--- src/rtl/riscv_pkg.sv ---
// Core-wide definitions shared by the pipeline stages: widths, reset vector, fetch FSM states.
// No logic of its own; word_align drops the byte offset of a fetch address.
package riscv_pkg;
  localparam int XLEN = 32;
  localparam int ILEN = 32;
  localparam logic [XLEN-1:0] RESET_PC_DEFAULT = 32'h0000_0000;

  typedef enum logic [1:0] {
    WAIT,
    FETCH,
    FLUSH
  } fetch_state_t;

  function automatic logic [XLEN-1:0] word_align(input logic [XLEN-1:0] a);
    return {a[XLEN-1:2], 2'b00};
  endfunction
endpackage

--- src/rtl/fetch_fifo.sv ---
// Synchronous FIFO with flush and occupancy count; the head is read straight from storage, a push shows one edge later.
// A push into a full FIFO without a same-cycle pop is dropped and trips an assertion; flush wins over push and pop.
module fetch_fifo #(
  parameter int WIDTH = 32,
  parameter int DEPTH = 2
) (
  input  logic                       clk,
  input  logic                       rst,
  input  logic                       i_push,
  input  logic                       i_pop,
  input  logic                       i_flush,
  input  logic [WIDTH-1:0]           i_dat,
  output logic [WIDTH-1:0]           o_dat,
  output logic [$clog2(DEPTH+1)-1:0] o_count
);
  localparam int CW = $clog2(DEPTH + 1);
  localparam int PW = $clog2(DEPTH);

  logic [WIDTH-1:0] r_mem [DEPTH];
  logic [PW-1:0]    r_wr;
  logic [PW-1:0]    r_rd;
  logic [CW-1:0]    r_count;
  logic             w_pop;
  logic             w_push;

  assign w_pop   = i_pop && (r_count != '0);
  assign w_push  = i_push && ((r_count != CW'(DEPTH)) || w_pop);
  assign o_dat   = r_mem[r_rd];
  assign o_count = r_count;

  function automatic logic [PW-1:0] nxt(input logic [PW-1:0] p);
    return (p == PW'(DEPTH - 1)) ? '0 : p + 1'b1;
  endfunction

  always_ff @(posedge clk or posedge rst) begin
    if (rst) begin
      r_wr    <= '0;
      r_rd    <= '0;
      r_count <= '0;
      for (int i = 0; i < DEPTH; i++) r_mem[i] <= '0;
    end else if (i_flush) begin
      r_wr    <= '0;
      r_rd    <= '0;
      r_count <= '0;
    end else begin
      assert (!(i_push && !w_push));
      if (w_push) begin
        r_mem[r_wr] <= i_dat;
        r_wr        <= nxt(r_wr);
      end
      if (w_pop) r_rd <= nxt(r_rd);
      if (w_push && !w_pop) r_count <= r_count + 1'b1;
      else if (w_pop && !w_push) r_count <= r_count - 1'b1;
    end
  end
endmodule

--- src/rtl/fetch_unit.sv ---
// Instruction fetch: owns the PC, requests words from imem and buffers {pc, instr} for decode; grant in N gives instr_valid in N+2.
// Requests stop once in-flight plus buffered instructions reach DEPTH; a redirect flushes and discards stale responses.
module fetch_unit
  import riscv_pkg::*;
#(
  parameter logic [XLEN-1:0] RESET_PC = RESET_PC_DEFAULT,
  parameter int              DEPTH    = 2
) (
  input  logic            clk,
  input  logic            rst,
  output logic            imem_req,
  output logic [XLEN-1:0] imem_addr,
  input  logic            imem_gnt,
  input  logic            imem_rvalid,
  input  logic [ILEN-1:0] imem_rdata,
  input  logic            redirect,
  input  logic [XLEN-1:0] redirect_pc,
  output logic            instr_valid,
  output logic [ILEN-1:0] instr,
  output logic [XLEN-1:0] instr_pc,
  input  logic            instr_ready
);
  localparam int CW = $clog2(DEPTH + 1);
  localparam int LW = CW + 1;

  fetch_state_t r_state;
  logic [XLEN-1:0] r_pc;
  logic [CW-1:0]   r_outst;
  logic [CW-1:0]   r_discard;
  logic [CW-1:0]   w_occ;
  logic [CW-1:0]   w_pcq_cnt;
  logic [CW-1:0]   w_discard_redir;
  logic [LW-1:0]   w_level;
  logic [XLEN-1:0] w_pcq_head;
  logic [XLEN+ILEN-1:0] w_buf_dat;
  logic            w_pop;
  logic            w_gnt;
  logic            w_keep;

  assign w_pop       = instr_valid && instr_ready;
  assign w_level     = LW'(r_outst) + LW'(w_occ) - LW'(w_pop);
  assign imem_req    = (r_state == FETCH) && !redirect && (w_level < LW'(DEPTH));
  assign imem_addr   = r_pc;
  assign w_gnt       = imem_req && imem_gnt;
  assign w_keep      = imem_rvalid && (r_discard == '0);
  assign instr_valid = (w_occ != '0);
  assign {instr_pc, instr} = w_buf_dat;

  // Every granted request still lacking a response becomes a response to throw away.
  assign w_discard_redir = r_outst - CW'(w_keep)
                         + ((r_discard != '0) ? r_discard - CW'(imem_rvalid) : '0);

  fetch_fifo #(.WIDTH(XLEN + ILEN), .DEPTH(DEPTH)) u_ibuf (
    .clk     (clk),
    .rst     (rst),
    .i_push  (w_keep),
    .i_pop   (w_pop),
    .i_flush (redirect),
    .i_dat   ({w_pcq_head, imem_rdata}),
    .o_dat   (w_buf_dat),
    .o_count (w_occ)
  );

  fetch_fifo #(.WIDTH(XLEN), .DEPTH(DEPTH)) u_pcq (
    .clk     (clk),
    .rst     (rst),
    .i_push  (w_gnt),
    .i_pop   (w_keep),
    .i_flush (redirect),
    .i_dat   (r_pc),
    .o_dat   (w_pcq_head),
    .o_count (w_pcq_cnt)
  );

  always_ff @(posedge clk or posedge rst) begin
    if (rst) begin
      r_state   <= WAIT;
      r_pc      <= RESET_PC;
      r_outst   <= '0;
      r_discard <= '0;
    end else if (redirect) begin
      r_pc      <= word_align(redirect_pc);
      r_outst   <= '0;
      r_discard <= w_discard_redir;
      r_state   <= (w_discard_redir != '0) ? FLUSH : FETCH;
    end else begin
      assert (w_pcq_cnt == r_outst);
      if (w_gnt) r_pc <= r_pc + XLEN'(4);
      if (w_gnt && !w_keep) r_outst <= r_outst + 1'b1;
      else if (!w_gnt && w_keep) r_outst <= r_outst - 1'b1;
      if (imem_rvalid && (r_discard != '0)) r_discard <= r_discard - 1'b1;
      case (r_state)
        WAIT:    r_state <= FETCH;
        FLUSH:   if (r_discard == CW'(imem_rvalid)) r_state <= FETCH;
        default: r_state <= r_state;
      endcase
    end
  end
endmodule

--- config.mk ---
export PLATFORM = sky130hd
export DESIGN_NAME = fetch_unit
export DESIGN_NICKNAME = d
export VERILOG_FILES = /design/src/rtl/riscv_pkg.sv /design/src/rtl/fetch_fifo.sv /design/src/rtl/fetch_unit.sv
export SDC_FILE = /design/constraint.sdc
export NUM_CORES = 1
export LEC_CHECK = 0
export ABC_CLOCK_PERIOD_IN_PS = 13750
export BUFFER_PORTS_ARGS = -buffer_cell sky130_fd_sc_hd__clkbuf_2
export CORE_ASPECT_RATIO = 0.5
export CORE_MARGIN = 1
export CORE_UTILIZATION = 50
export CTS_CLUSTER_DIAMETER = 40
export DETAILED_ROUTE_END_ITERATION = 16
export PLACE_DENSITY = 0.68
export SYNTH_ARGS = -nofsm -noshare
export SYNTH_HDL_FRONTEND = slang
export SYNTH_HIERARCHICAL = 1
export SYNTH_SLANG_ARGS = --single-unit
--- constraint.sdc ---
create_clock -name clk -period 13.75 [get_ports clk]
set_clock_uncertainty 0.15 [all_clocks]
set_input_delay 2.75 -clock clk [delete_from_list [all_inputs] [get_ports clk]]
set_output_delay 2.75 -clock clk [all_outputs]
set_load 0.005 [all_outputs]
# Yosys cells after proc, flatten, opt, wreduce, memory -nomap -nowiden
# Cells that the tools add are included.
# Widths: inputs -> output; s select.
# op_classes
addsub,17
bitwise_logic,5
order_cmp,7
n_eq_ne,6
reduce_logical,46
muxes,42
# ops
operator,count
$mux 64,4
$mux 32,6
$bwmux 128,1
$bwmux 64,1
$demux 64 s1,1
$add 32x3->32 const B,1
$demux 32 s1,1
$mux 2,15
$reduce_bool 2->1,10
$logic_and 1x1->1,18
$mux 1,12
$reduce_bool 3->1,4
$ge 2x2->1 const B,4
$not 1->2,4
$sub 2x1->2 const B,4
$logic_not 1->1,7
$add 2x1->2 const B,3
$reduce_and 2->1,3
$add 1x1->1 const B,4
$logic_not 2->1,2
$lt 2x1->1 const B,2
$ne 2x2->1 const B,2
$pmux 2 s2,1
$sub 2x1->2,2
10 further kinds,11
# totals
ff_bits,238
wordCells,137
in_bits,70

# Longest topological paths before layout
# depth
word_depth,12
depth_mapped,14

# Hierarchy
# Netlist, hierarchy kept.
# modules_own_cells
mod,seq_area_each_um2,area_per_inst_um2,cells_per_inst,n_inst
fetch_fifo at u_ibuf,3303.2,5916.9,366,1
fetch_fifo at u_pcq,1701.6,3138.0,198,1
fetch_unit,900.9,2234.6,257,1

# Worst setup path after synthesis
# OpenSTA, ideal clock, no wires.
# synth_timing
kind,input -> output
from,input instr_ready
to,output imem_req
path_buffers,0
path_slack_ns,6.675
stages,6
t_arrival_ns,4.175
path_cell_list,and2_1 -> ha_1 -> nand2b_1 -> fa_1 -> nor2b_1 -> and3_1
# synth_via
elab_chain_len,4
# synth_rtl
element,line_no,rtl
from (decl),fetch_unit.sv:21,input logic instr_ready
$logic_and 1x1->1,fetch_unit.sv:40,assign w_pop = instr_valid && instr_ready;
$sub 3x1->3,fetch_unit.sv:41,assign w_level = LW'(r_outst) + LW'(w_occ) - LW'(w_pop);
$lt 3x2->1,fetch_unit.sv:42,assign imem_req = (r_state == FETCH) && !redirect && (w_level < LW'(DEPTH));
$logic_and 1x1->1,fetch_unit.sv:42,
to (decl),fetch_unit.sv:11,"output logic imem_req,"
# Every way passes these cells.

# Worst setup path after layout
# layout_timing
from,input instr_ready
to,output imem_req
# layout_via
elab_chain_len,4
# layout_rtl
element,line_no,rtl
$logic_and 1x1->1,fetch_unit.sv:40,
named net w_pop,fetch_unit.sv:36,logic w_pop;
$sub 3x1->3,fetch_unit.sv:41,
$lt 3x2->1,fetch_unit.sv:42,
$logic_and 1x1->1,fetch_unit.sv:42,
# The timed path passes the listed nets, and every way through them passes these cells.

==> summary.md <==
| Metric | Value |
|---|---|
| Status | `finished clean` |
| Post-Syn Instances | `821` |
| Max Cap Viol | `0` |
| Vias in the first global route | `7520` |
| Inserted Diodes | `0` |
| Most frequent cells after synthesis | `dfrtp_1 (236), mux2_2 (214), mux2_4 (78)` |
| Top cells by area, synth | `dfrtp_1 (52%), mux2_2 (21%), mux2_4 (10%)` |
| Yosys reg bits | `between 200 and 250` |
| CP max-delay cell | `fa_1` |
| Die X | `215 um` |
| Total GRT Usage | `0.225` |
| Tcrit/Tclk final | `0.542` |
| CORE AREA | `about 22000 um^2` |
| Worst-Margin Slew | `between 0.9 and 1 ns` |
| FMAX | `134 MHz` |
| Syn Area/Cell | `roughly 14 um^2` |
| Final setup vio count | `0` |
| Proportion of synthesized chip area in sequential cells | `0.523` |
| Antenna violations before repair | `0` |
| Fin. Hold Viols | `0` |
| Initial drt markers | `357` |
| Main synth FF type | `dfrtp_1` |
| CP peak stage delay | `slightly below 0.5 ns` |
| RSZ-0062 raised after global routing | `no` |
| Post-route cell area | `between 10000 and 15000 um^2` |
| Final Routed Wirelength | `around 25000 um` |
| Synth async-reset ratio | `1.00` |
| CP delay by family, top | `simple AND/OR/NAND/NOR gates` |
| Required @ worst endpoint | `between 10 and 15 ns` |
| VDD IR max | `roughly 0.10 mV` |
| DR DRC count | `0` |
| Htree depth | `1` |
| Final net count | `between 1000 and 1500` |
| CP Class | `in2out` |
| Clk root buf | `clkbuf_16` |
| Worst-Skew Late Latency | `0.54 ns` |
| Setup TNS | `0 ns` |
| Hpwl dp | `about 16000 um` |
| PortBufs | `~160` |
| Finished Core Util | `0.603` |
| Post-CTS Hold Buffers | `0` |
| Critical path buffers and inverters | `2` |
| Pleak | `roughly 6.6 nW` |
| Relative slew slack | `0.340` |
| Post-DRT Antenna Nets | `0` |
| Starting Density | `0.515` |
| Cell Chain, Critical Path | `clkbuf_2 -> and2_1 -> ha_1 -> nand2b_1 -> fa_1 -> nor2b_1 -> and3_1 -> clkbuf_2` |
| Max Slew Vio Count | `0` |
| Most used cell, CP | `clkbuf_2` |
| Largest fanout on the critical path | `7` |
| CTS buffer count | `27` |
| PwrDens | `about 180 nW/um^2` |
| Top cell type's share of synthesized area | `0.523` |
| First-pass GRT wire length | `between 40000 and 50000 um` |
| Pin count of the biggest net entering global routing | `slightly above 70` |
| Setup Buffers After CTS | `0` |
| CTS tree | `done` |
| Post-route setup slack | `about 6.3 ns` |
| HP Class | `reg2reg` |
| Gpl congestion | `0.824` |
| Die area | `~23000 um^2` |
| Routed WL per cell | `a little under 20 um` |
| Filler Cells Inserted | `1776` |
| Clk slew on worst S/H paths | `roughly 0.05 ns` |
| Clock sink total | `~240` |
| Area grow syn2layout | `17.1%` |
| Boundary Pins | `between 150 and 200` |
| First-pass DRT Iterations | `4` |
| Row count | `38` |
| Area leader, netlist | `dfrtp_1` |
| Vias/cell | `5.42` |
| Post-DP Area | `approximately 12000 um^2` |
| Most common cell in the netlist | `dfrtp_1` |
| Synth cell types | `53` |
| Number of flops mapped to enable cells by yosys | `0` |
| Ys Warns | `6` |
| Pre-CTS setup slack | `6.31 ns` |
| Cts repair resizes | `0` |
| Die Height | `roughly 110 um` |
| Fin crit period | `7.46 ns` |
| Share of cells above drive strength 1 | `0.524` |
| Grt ovf | `0` |
| DR vias | `7079` |
| Mapped cell area | `11300 um^2` |
| CP Capture Type | `primary output` |
| Clock tree buffer depth | `3` |
| CP startpoint kind | `input pin` |
| Arr. time, crit path | `about 4.6 ns` |
## metal layers
metal  routed length (um)  global-route usage  share of wire
met3                  860              0.0380          0.034
met5                    0                   0              0
met2                12000               0.376           0.48
met1                11800               0.307           0.47
met4                  534              0.0612          0.021
## metrics by stage
step | hold WS (ns) | power [mW] | std cells
floorplan | 0.325 | 1.47 | 826
global placement | 0.333 | 1.65 | 1257
detailed placement | 0.341 | 1.69 | 1257
CTS | 0.355 | 2.42 | 1306
global route | 0.362 | 2.53 | 1306
finish | 0.351 | 2.39 | 1306
## worst register-to-register path, delay by kind of cell (launching register included)
family,cells,cell delay [ns]
simple gates,6,1.72
buf+inv,4,1.01
fa+ha+maj,2,0.77
flops,1,0.45
mux,1,0.39
## final cells by class
type / count / area (um^2) / area share
multi-input cells: 527 / 5050 / 0.382
clock inverters: 16 / 173 / 0.0131
well taps: 300 / 375 / 0.0284
flip-flops and latches: 236 / 5910 / 0.447
clock buffers: 33 / 728 / 0.0551
inverters: 20 / 80.1 / 0.00606
repair buffers: 174 / 898 / 0.0680
## cell families after synthesis
group,synth area share
mux,0.321
fa+ha+maj,0.00842
buf+inv,0.0319
xor+xnor,0.0240
compound gates,0.0277
other cells,0.000332
flops,0.523
simple gates,0.0637
## final timing paths
kind / from / to / slack [ns] / cells after the start
max in group asynchronous: rst / u_ibuf/r_mem[113] / 9.88 / 3
worst min-delay path: u_ibuf/r_mem[34] / u_ibuf/r_mem[34] / 0.35 / 1
min in group asynchronous: rst / u_ibuf/o_count[1] / 2.17 / 2
worst max-delay path: instr_ready / imem_req / 6.29 / 8
worst max register to register: u_ibuf/o_count[1] / u_pcq/r_mem[63] / 9.14 / 13
worst min register to register: u_ibuf/r_mem[34] / u_ibuf/r_mem[34] / 0.35 / 1
## cell usage in the layout (no fill, tap or decap), types with 9 or more instances in the layout
cell type / n
xnor2_1: 22
nor2_1: 21
buf_4: 11
inv_1: 16
clkbuf_16: 27
nand2_1: 39
dfrtp_1: 235
nor3_1: 9
clkbuf_2: 163
nand3_1: 15
xor2_1: 9
mux2_4: 78
o21ai_0: 21
mux2_2: 214
a21oi_1: 10
nand4_1: 12
## flip-flops by register name (all words and copies together), names as in the netlist, 2 cells and up
| signal | flops |
|---|---|
| imem_addr | 30 |
| r_discard | 2 |
| r_outst | 2 |
| r_state | 2 |
| u_ibuf/o_count | 2 |
| u_ibuf/r_mem | 128 |
| u_pcq/o_count | 2 |
| u_pcq/r_mem | 64 |
## report_power, final
part	leakage, nW	internal [mW]	switching [mW]
sequential	3.10	0.890	0.122
clock	0.432	0.419	0.293
combinational	3.06	0.410	0.256
total	6.59	1.72	0.671
No activity file was read; power rests on OpenSTA's default activity.
